==> config.mk <==
export PLATFORM = sky130hd
export DESIGN_NAME = div_sequencer
export DESIGN_NICKNAME = d
export VERILOG_FILES = /design/src/rtl/div_sequencer.sv
export SDC_FILE = /design/constraint.sdc
export NUM_CORES = 1
export LEC_CHECK = 0
export ABC_CLOCK_PERIOD_IN_PS = 12110
export BUFFER_PORTS_ARGS = -buffer_cell sky130_fd_sc_hd__buf_2
export CAP_MARGIN = 5
export CORE_ASPECT_RATIO = 0.8
export CORE_UTILIZATION = 50
export CTS_BUF_LIST = sky130_fd_sc_hd__clkbuf_8
export CTS_CLUSTER_DIAMETER = 40
export CTS_CLUSTER_SIZE = 16
export DETAILED_ROUTE_END_ITERATION = 8
export PLACE_DENSITY_LB_ADDON = 0.1
export REMOVE_ABC_BUFFERS = 1
export SLEW_MARGIN = 0
export SYNTH_ARGS = -nofsm -noshare
export SYNTH_HDL_FRONTEND = slang
export SYNTH_SLANG_ARGS = --single-unit
==> constraint.sdc <==
create_clock -name clk -period 12.11 [get_ports clk]
set_input_delay 2.422 -clock clk [delete_from_list [all_inputs] [get_ports clk]]
set_output_delay 2.422 -clock clk [all_outputs]
set_load 0.01 [all_outputs]
==> src/rtl/div_sequencer.sv <==
// Iterative radix-2 restoring divide sequencer for DIV/DIVU/REM/REMU and W variants.
// One operation in flight; result is held in DONE until the consumer accepts it.
module div_sequencer #(
  parameter bit WORD_SHORTCUT = 1'b1
) (
  input  logic        clk,
  input  logic        reset,
  input  logic        valid_in,
  output logic        ready_out,
  input  logic [1:0]  op,
  input  logic        word,
  input  logic [63:0] src_a,
  input  logic [63:0] src_b,
  input  logic        flush,
  output logic        valid_out,
  input  logic        ready_in,
  output logic [63:0] result,
  output logic [1:0]  o_dbg_state
);

  // Handshake: a request transfers on a rising edge where valid_in && ready_out;
  // a result transfers on a rising edge where valid_out && ready_in.
  typedef enum logic [1:0] {S_IDLE, S_RUN, S_FIX, S_DONE} state_t;

  state_t      r_state;
  state_t      w_next;
  logic [6:0]  r_cnt;
  logic [63:0] r_rem;
  logic [63:0] r_dvd;
  logic [63:0] r_div;
  logic        r_sign_q;
  logic        r_sign_r;
  logic        r_is_rem;
  logic        r_word;
  logic        r_dz;
  logic [63:0] r_result;

  logic        w_signed;
  logic        w_short;
  logic        w_accept;
  logic [63:0] w_ext_a;
  logic [63:0] w_ext_b;
  logic        w_neg_a;
  logic        w_neg_b;
  logic [63:0] w_mag_a;
  logic [63:0] w_mag_b;
  logic        w_div_zero;
  logic [64:0] w_rem_sh;
  logic [64:0] w_diff;
  logic        w_ge;
  logic [63:0] w_q_fix;
  logic [63:0] w_r_fix;
  logic [63:0] w_sel;
  logic [63:0] w_fix_res;

  assign w_signed   = ~op[0];
  assign w_short    = word && WORD_SHORTCUT;
  assign w_ext_a    = !word ? src_a :
                      (w_signed ? {{32{src_a[31]}}, src_a[31:0]} : {32'h0, src_a[31:0]});
  assign w_ext_b    = !word ? src_b :
                      (w_signed ? {{32{src_b[31]}}, src_b[31:0]} : {32'h0, src_b[31:0]});
  assign w_neg_a    = w_signed & w_ext_a[63];
  assign w_neg_b    = w_signed & w_ext_b[63];
  assign w_mag_a    = w_neg_a ? (64'h0 - w_ext_a) : w_ext_a;
  assign w_mag_b    = w_neg_b ? (64'h0 - w_ext_b) : w_ext_b;
  assign w_div_zero = (w_ext_b == 64'h0);

  assign ready_out   = (r_state == S_IDLE) && !flush && !reset;
  assign w_accept    = valid_in && ready_out;
  assign valid_out   = (r_state == S_DONE);
  assign result      = r_result;
  assign o_dbg_state = r_state;

  // 65-bit partial remainder so a divisor above 2^63 still compares exactly.
  assign w_rem_sh = {r_rem, r_dvd[63]};
  assign w_diff   = w_rem_sh - {1'b0, r_div};
  assign w_ge     = w_rem_sh[64] | ~w_diff[64];

  assign w_q_fix   = r_sign_q ? (64'h0 - r_dvd) : r_dvd;
  assign w_r_fix   = r_sign_r ? (64'h0 - r_rem) : r_rem;
  assign w_sel     = r_dz ? (r_is_rem ? r_rem : 64'hFFFF_FFFF_FFFF_FFFF)
                          : (r_is_rem ? w_r_fix : w_q_fix);
  assign w_fix_res = r_word ? {{32{w_sel[31]}}, w_sel[31:0]} : w_sel;

  always_ff @(posedge clk or posedge reset) begin
    if (reset) r_state <= S_IDLE;
    else       r_state <= w_next;
  end

  always_comb begin
    w_next = r_state;
    case (r_state)
      S_IDLE: if (w_accept) w_next = w_div_zero ? S_FIX : S_RUN;
      S_RUN:  if (r_cnt == 7'd1) w_next = S_FIX;
      S_FIX:  w_next = S_DONE;
      S_DONE: if (ready_in) w_next = S_IDLE;
      default: w_next = S_IDLE;
    endcase
    if (flush) w_next = S_IDLE;
  end

  always_ff @(posedge clk or posedge reset) begin
    if (reset) begin
      r_cnt    <= 7'd0;
      r_rem    <= 64'h0;
      r_dvd    <= 64'h0;
      r_div    <= 64'h0;
      r_sign_q <= 1'b0;
      r_sign_r <= 1'b0;
      r_is_rem <= 1'b0;
      r_word   <= 1'b0;
      r_dz     <= 1'b0;
      r_result <= 64'h0;
    end else begin
      if (w_accept) begin
        // Word magnitudes fit in 32 bits, so pre-shifting skips 32 zero iterations.
        r_div    <= w_mag_b;
        r_dvd    <= w_short ? {w_mag_a[31:0], 32'h0} : w_mag_a;
        r_rem    <= w_div_zero ? w_ext_a : 64'h0;
        r_cnt    <= w_short ? 7'd32 : 7'd64;
        r_sign_q <= w_neg_a ^ w_neg_b;
        r_sign_r <= w_neg_a;
        r_is_rem <= op[1];
        r_word   <= word;
        r_dz     <= w_div_zero;
      end else if (r_state == S_RUN) begin
        r_rem <= w_ge ? w_diff[63:0] : w_rem_sh[63:0];
        r_dvd <= {r_dvd[62:0], w_ge};
        r_cnt <= r_cnt - 7'd1;
      end else if (r_state == S_FIX) begin
        r_result <= w_fix_res;
      end
    end
  end

endmodule

== Word-level counts from Yosys, hierarchy flattened ==
Index checks and enable logic that the tools add are counted.

* Output and inout bits: 68
* Bits in read-only memories: 0
* Latch bits: 0
* Flip-flop bits (word level): 270
* Memories kept: 0
* RAM bits: 0

* Reductions and logical operators: 10
* $mul: 0
* Shift-type cells: 0
* Bitwise gates (word level): 8
* Equality and inequality tests: 7
* Magnitude comparators: 0
* Div/mod/pow operators: 0
* Multiplexer cells: 28
* Add/subtract/negate cells: 6

{| class="wikitable"
|+ Operator list
! kind !! number
|-
| 64-bit 2-to-1 mux || 19
|-
| 1-bit by 64-bit subtractor with 64-bit output, first input constant || 4
|-
| 65-bit by 64-bit subtractor with 65-bit output || 1
|-
| 64-bit zero test || 1
|-
| 7-bit 2-to-1 mux || 3
|-
| 2-bit 2-to-1 mux || 5
|-
| 2-bit one-hot mux with 4 select lines || 1
|-
| 7-bit by 1-bit == test with 1-bit output, second input constant || 1
|-
| 7-bit by 1-bit subtractor with 7-bit output, second input constant || 1
|-
| 3-bit inequality test, second input constant || 2
|-
| 3-bit AND reduction || 2
|-
| 2-bit == test, second input constant || 2
|-
| 1-bit inverter || 4
|-
| 1-bit logical AND || 3
|-
| 3-bit by 2-bit inequality test with 1-bit output, second input constant || 1
|-
| 1-bit AND || 2
|-
| 2-bit by 1-bit == test with 1-bit output, second input constant || 1
|-
| 1-bit zero test || 2
|-
| 2-bit zero test || 1
|-
| 2-bit nonzero test || 1
|-
| 1-bit OR || 1
|-
| 1-bit bitwise XOR || 1
|}

== Logic depth before layout (Yosys ltp) ==
* Word-level depth: 7
* Gate-level depth with buffers: 16
* Depth with buffers taken out: 13

== Worst setup path before layout ==
Ideal clock, no wire load.

* Path type: input -> output
* From: input flush
* To: output ready_out
* Path buffers: 0
* Data arrival time: 2825 ps
* Data required time: 9688 ps
* Cell stages on the path: 1
* Setup slack: 6863 ps
* Cell sequence: nor3b_1

* Word-level cells in the longest chain between the ends: 3

{| class="wikitable"
|+ Ends and longest elaborated chain
! element !! line !! text
|-
| start, declared || 14 || <nowiki>input logic flush,</nowiki>
|-
| 1-bit zero test || 68 || <nowiki>assign ready_out = (r_state == S_IDLE) && !flush && !reset;</nowiki>
|-
| 1-bit logical AND (2 in series) || 68 ||
|-
| end, declared || 9 || <nowiki>output logic ready_out,</nowiki>
|}

Every way passes these cells.

== Worst setup path after layout ==
* From: input reset
* To: output ready_out

* Word-level cells in the longest chain between the ends: 2

{| class="wikitable"
|+ Ends and longest elaborated chain
! element !! line !! text
|-
| start, declared || 7 || <nowiki>input logic reset,</nowiki>
|-
| 1-bit zero test (no line) || -- ||
|-
| 1-bit logical AND || 68 ||
|}

Every way passes these cells.

==> impl_metrics.py <==
metrics = {
    "outcome": {
        "status": "complete, no violations",
    },
    "place": {
        "place.gp.congestion": 1.01,
        "place_worst_setup_slack_ns": 6.09,
        "dp_hpwl_microns": 62800,
        "io_buffers": 203,
    },
    "clocking": {
        "root_buffer": "clkbuf_8",
        "h-tree-depth": 2,
        "cts.clk_slew.worst_paths_ns": 0.06,
        "cts_tree": "yes",
        "post_cts_resized": 0,
        "cts_made_buffers": 45,
        "clock_latency_ns": 0.67,
        "ctsHoldBuffers": 0,
        "ctsLongestPathBuffers": 3,
        "clock_sinks": 270,
        "post_cts_buffers": 0,
    },
    "logic_synthesis": {
        "yosysMostFrequentCell": "o21ai_0",
        "synth_area_leaders": "dfrtp_1, o21ai_0, a21oi_1",
        "synthCells": 2842,
        "netlist-cell-type-count": 90,
        "synth_edf_count": 0,
        "synthTopCellsByCount": "o21ai_0, dfrtp_1, a21oi_1",
        "synth_top_cell_by_area": "dfrtp_1",
        "ys_ff_latch": 270,
        "syn_area_sq_um": 22700,
        "synth_top_area_share_pct": 29.8,
        "seq_area_frac_synth_pct": 29.8,
        "yosys_warnings": 0,
        "synth_ff_type": "dfrtp_1",
        "ys_async_sr_fraction_pct": 100,
        "syn_area_per_cell_sq_um": 7.97,
    },
    "timing": {
        "rsz0062_at_grt": "no",
        "setup_ws_ns": 6.45,
        "drv_slew": 0,
        "fin_tns_setup_ns": 0,
        "hold_viol_final": 0,
        "slew_headroom_pct": 9.08,
        "fin_crit_ns": 5.66,
        "fmax_ghz": 0.177,
        "fin_crit_sh_pct": 46.8,
        "clock_skew_ns": 0.0467,
        "setup_viol": 0,
        "worst_pin_slew_ns": 1.36,
    },
    "detailed_routing": {
        "drt_iter0_drc": 2563,
        "drt_wl_total_microns": 82000,
        "route.detailed.drc": 0,
        "vias_per_cell": 6.34,
        "antenna_left": 0,
        "firstDrtPassIters": 5,
        "wire_per_inst_microns": 22.9,
        "num_vias": 22700,
    },
    "worst_setup_path": {
        "endpoint_kind": "output pin",
        "path_cells": "buf_2 -> nor3b_1 -> buf_2",
        "critical_path.max_stage_delay_ns": 0.45,
        "crit_top_cell": "buf_2",
        "worstPathMaxFanout": 3,
        "cpMaxStageDelayCell": "nor3b_1",
        "cp.required_ns": 9.69,
        "critPathArrivalTime_ns": 3.24,
        "critPathKind": "input pin to output pin",
        "cp-start-kind": "input pin",
    },
    "job": {
        "cap_viol_max_count": 0,
    },
    "hold_path": {
        "hp-class": "register to register",
    },
    "global_routing": {
        "grt_pass1_vias": 20400,
        "grt_pass1_wl_microns": 124000,
        "antenna_found_initial": 2,
        "grt_usage_pct": 35.0,
        "grt-ovfl-total": 0,
        "grt_max_degree": 104,
    },
    "floorplanning": {
        "start_util_pct": 50.9,
        "fp-row-count": 69,
        "die-width_microns": 240,
        "dieArea_sq_um": 46200,
        "coreArea_sq_um": 44500,
        "boundaryPins": 204,
        "chipHeight_microns": 192,
    },
    "cells_and_area": {
        "multi_input_area_sq_um": 14800,
        "nets": 3149,
        "utilization_pct": 56.3,
        "areaGrowthSynthToFinish_pct": 10.7,
        "register_area_sq_um": 6760,
        "fillCellCount": 4294,
        "drive_above_1_share_pct": 13.4,
    },
    "power": {
        "vdd.ir_drop.worst_mv": 0.209,
        "leakage_nw": 10.5,
        "power.density_nw_per_um2": 309,
    },
}
-- metrics by stage --
step           instance area (sq um)  instances  power (mW)  hold WS (ns)
2_1_floorplan                  21900       2658        5.23         0.450
3_3_place_gp                   24000       3493        6.52         0.460
3_5_place_dp                   24000       3493        6.61         0.464
4_1_cts                        25100       3575        7.63         0.481
5_1_grt                        25100       3577        8.31         0.506
6_report                       25100       3578        7.74         0.478
-- state kept, by name (all words and copies together), names as in the netlist --
signal and cells:
r_rem 64, r_dz 1, o_dbg_state 2, r_div 64, result 64, r_sign_r 1
r_dvd 64, r_cnt 7, r_word 1, r_is_rem 1, r_sign_q 1
-- per-layer routing --
metal  routed length, microns  vias up  GRT usage (%)  share of wire (%)
met5                        0        -              0                  0
met4                     1680        0           8.67                2.0
met3                     8110      107           6.27                9.9
met2                    33100     1141           49.0                 40
met1                    39000    10900           54.4                 48
li1                         -    10600              -                  -
-- where the power goes --
part	total (mW)	internal [mW]	switching [mW]
Sequential	1.89	1.33	0.557
Clock	0.995	0.544	0.452
Combinational	4.85	1.92	2.94
Total	7.74	3.79	3.94
-- area by class of cell --
class | count | area share [%]
multi-input cells | 2269 | 59.0
flip-flops and latches | 270 | 27.0
repair buffers | 232 | 4.92
well taps | 603 | 3.01
clock buffers | 49 | 2.69
inverters | 119 | 1.81
clock inverters | 33 | 1.61
diodes | 3 | 0.0299
-- worst max-delay path: cells and delay by family --
kind / cells / cell delay [ns]
and+or+nand+nor: 1 / 0.45
buffers and inverters: 2 / 0.36
-- final timing paths --
check                                from             end  slack [ns]  cells after the start
worst min-delay path            r_div[51]       r_div[51]        0.48                      2
worst max-delay path                reset       ready_out        6.45                      3
max in group asynchronous           reset       r_div[58]        8.77                      3
min in group asynchronous           reset  o_dbg_state[0]        1.90                      2
worst max register to register  r_dvd[63]       r_rem[11]        7.06                     15
worst min register to register  r_div[51]       r_div[51]        0.48                      2
-- cell families after synthesis --
logic type / Yosys count / synth area share, %
compound gates: 983 / 27.2
simple gates: 814 / 17.5
buf+inv: 303 / 5.15
xor+xnor: 283 / 10.9
flops: 270 / 29.8
mux: 113 / 5.16
fa+ha+maj: 76 / 4.23
-- cells in the final DEF, fill, tap and decap left out, types with 47 or more instances in the layout --
cell type and n:
a21oi_1 262, a22oi_1 47, buf_2 203, clkbuf_8 49
dfrtp_1 269, ha_1 73, inv_1 119, mux2i_1 83
nand2_1 241, nor2_1 230, nor3_1 67, o21ai_0 280
o31ai_1 58, xnor2_1 147, xor2_1 136
Note: power is estimated with default switching activity, not from simulation.
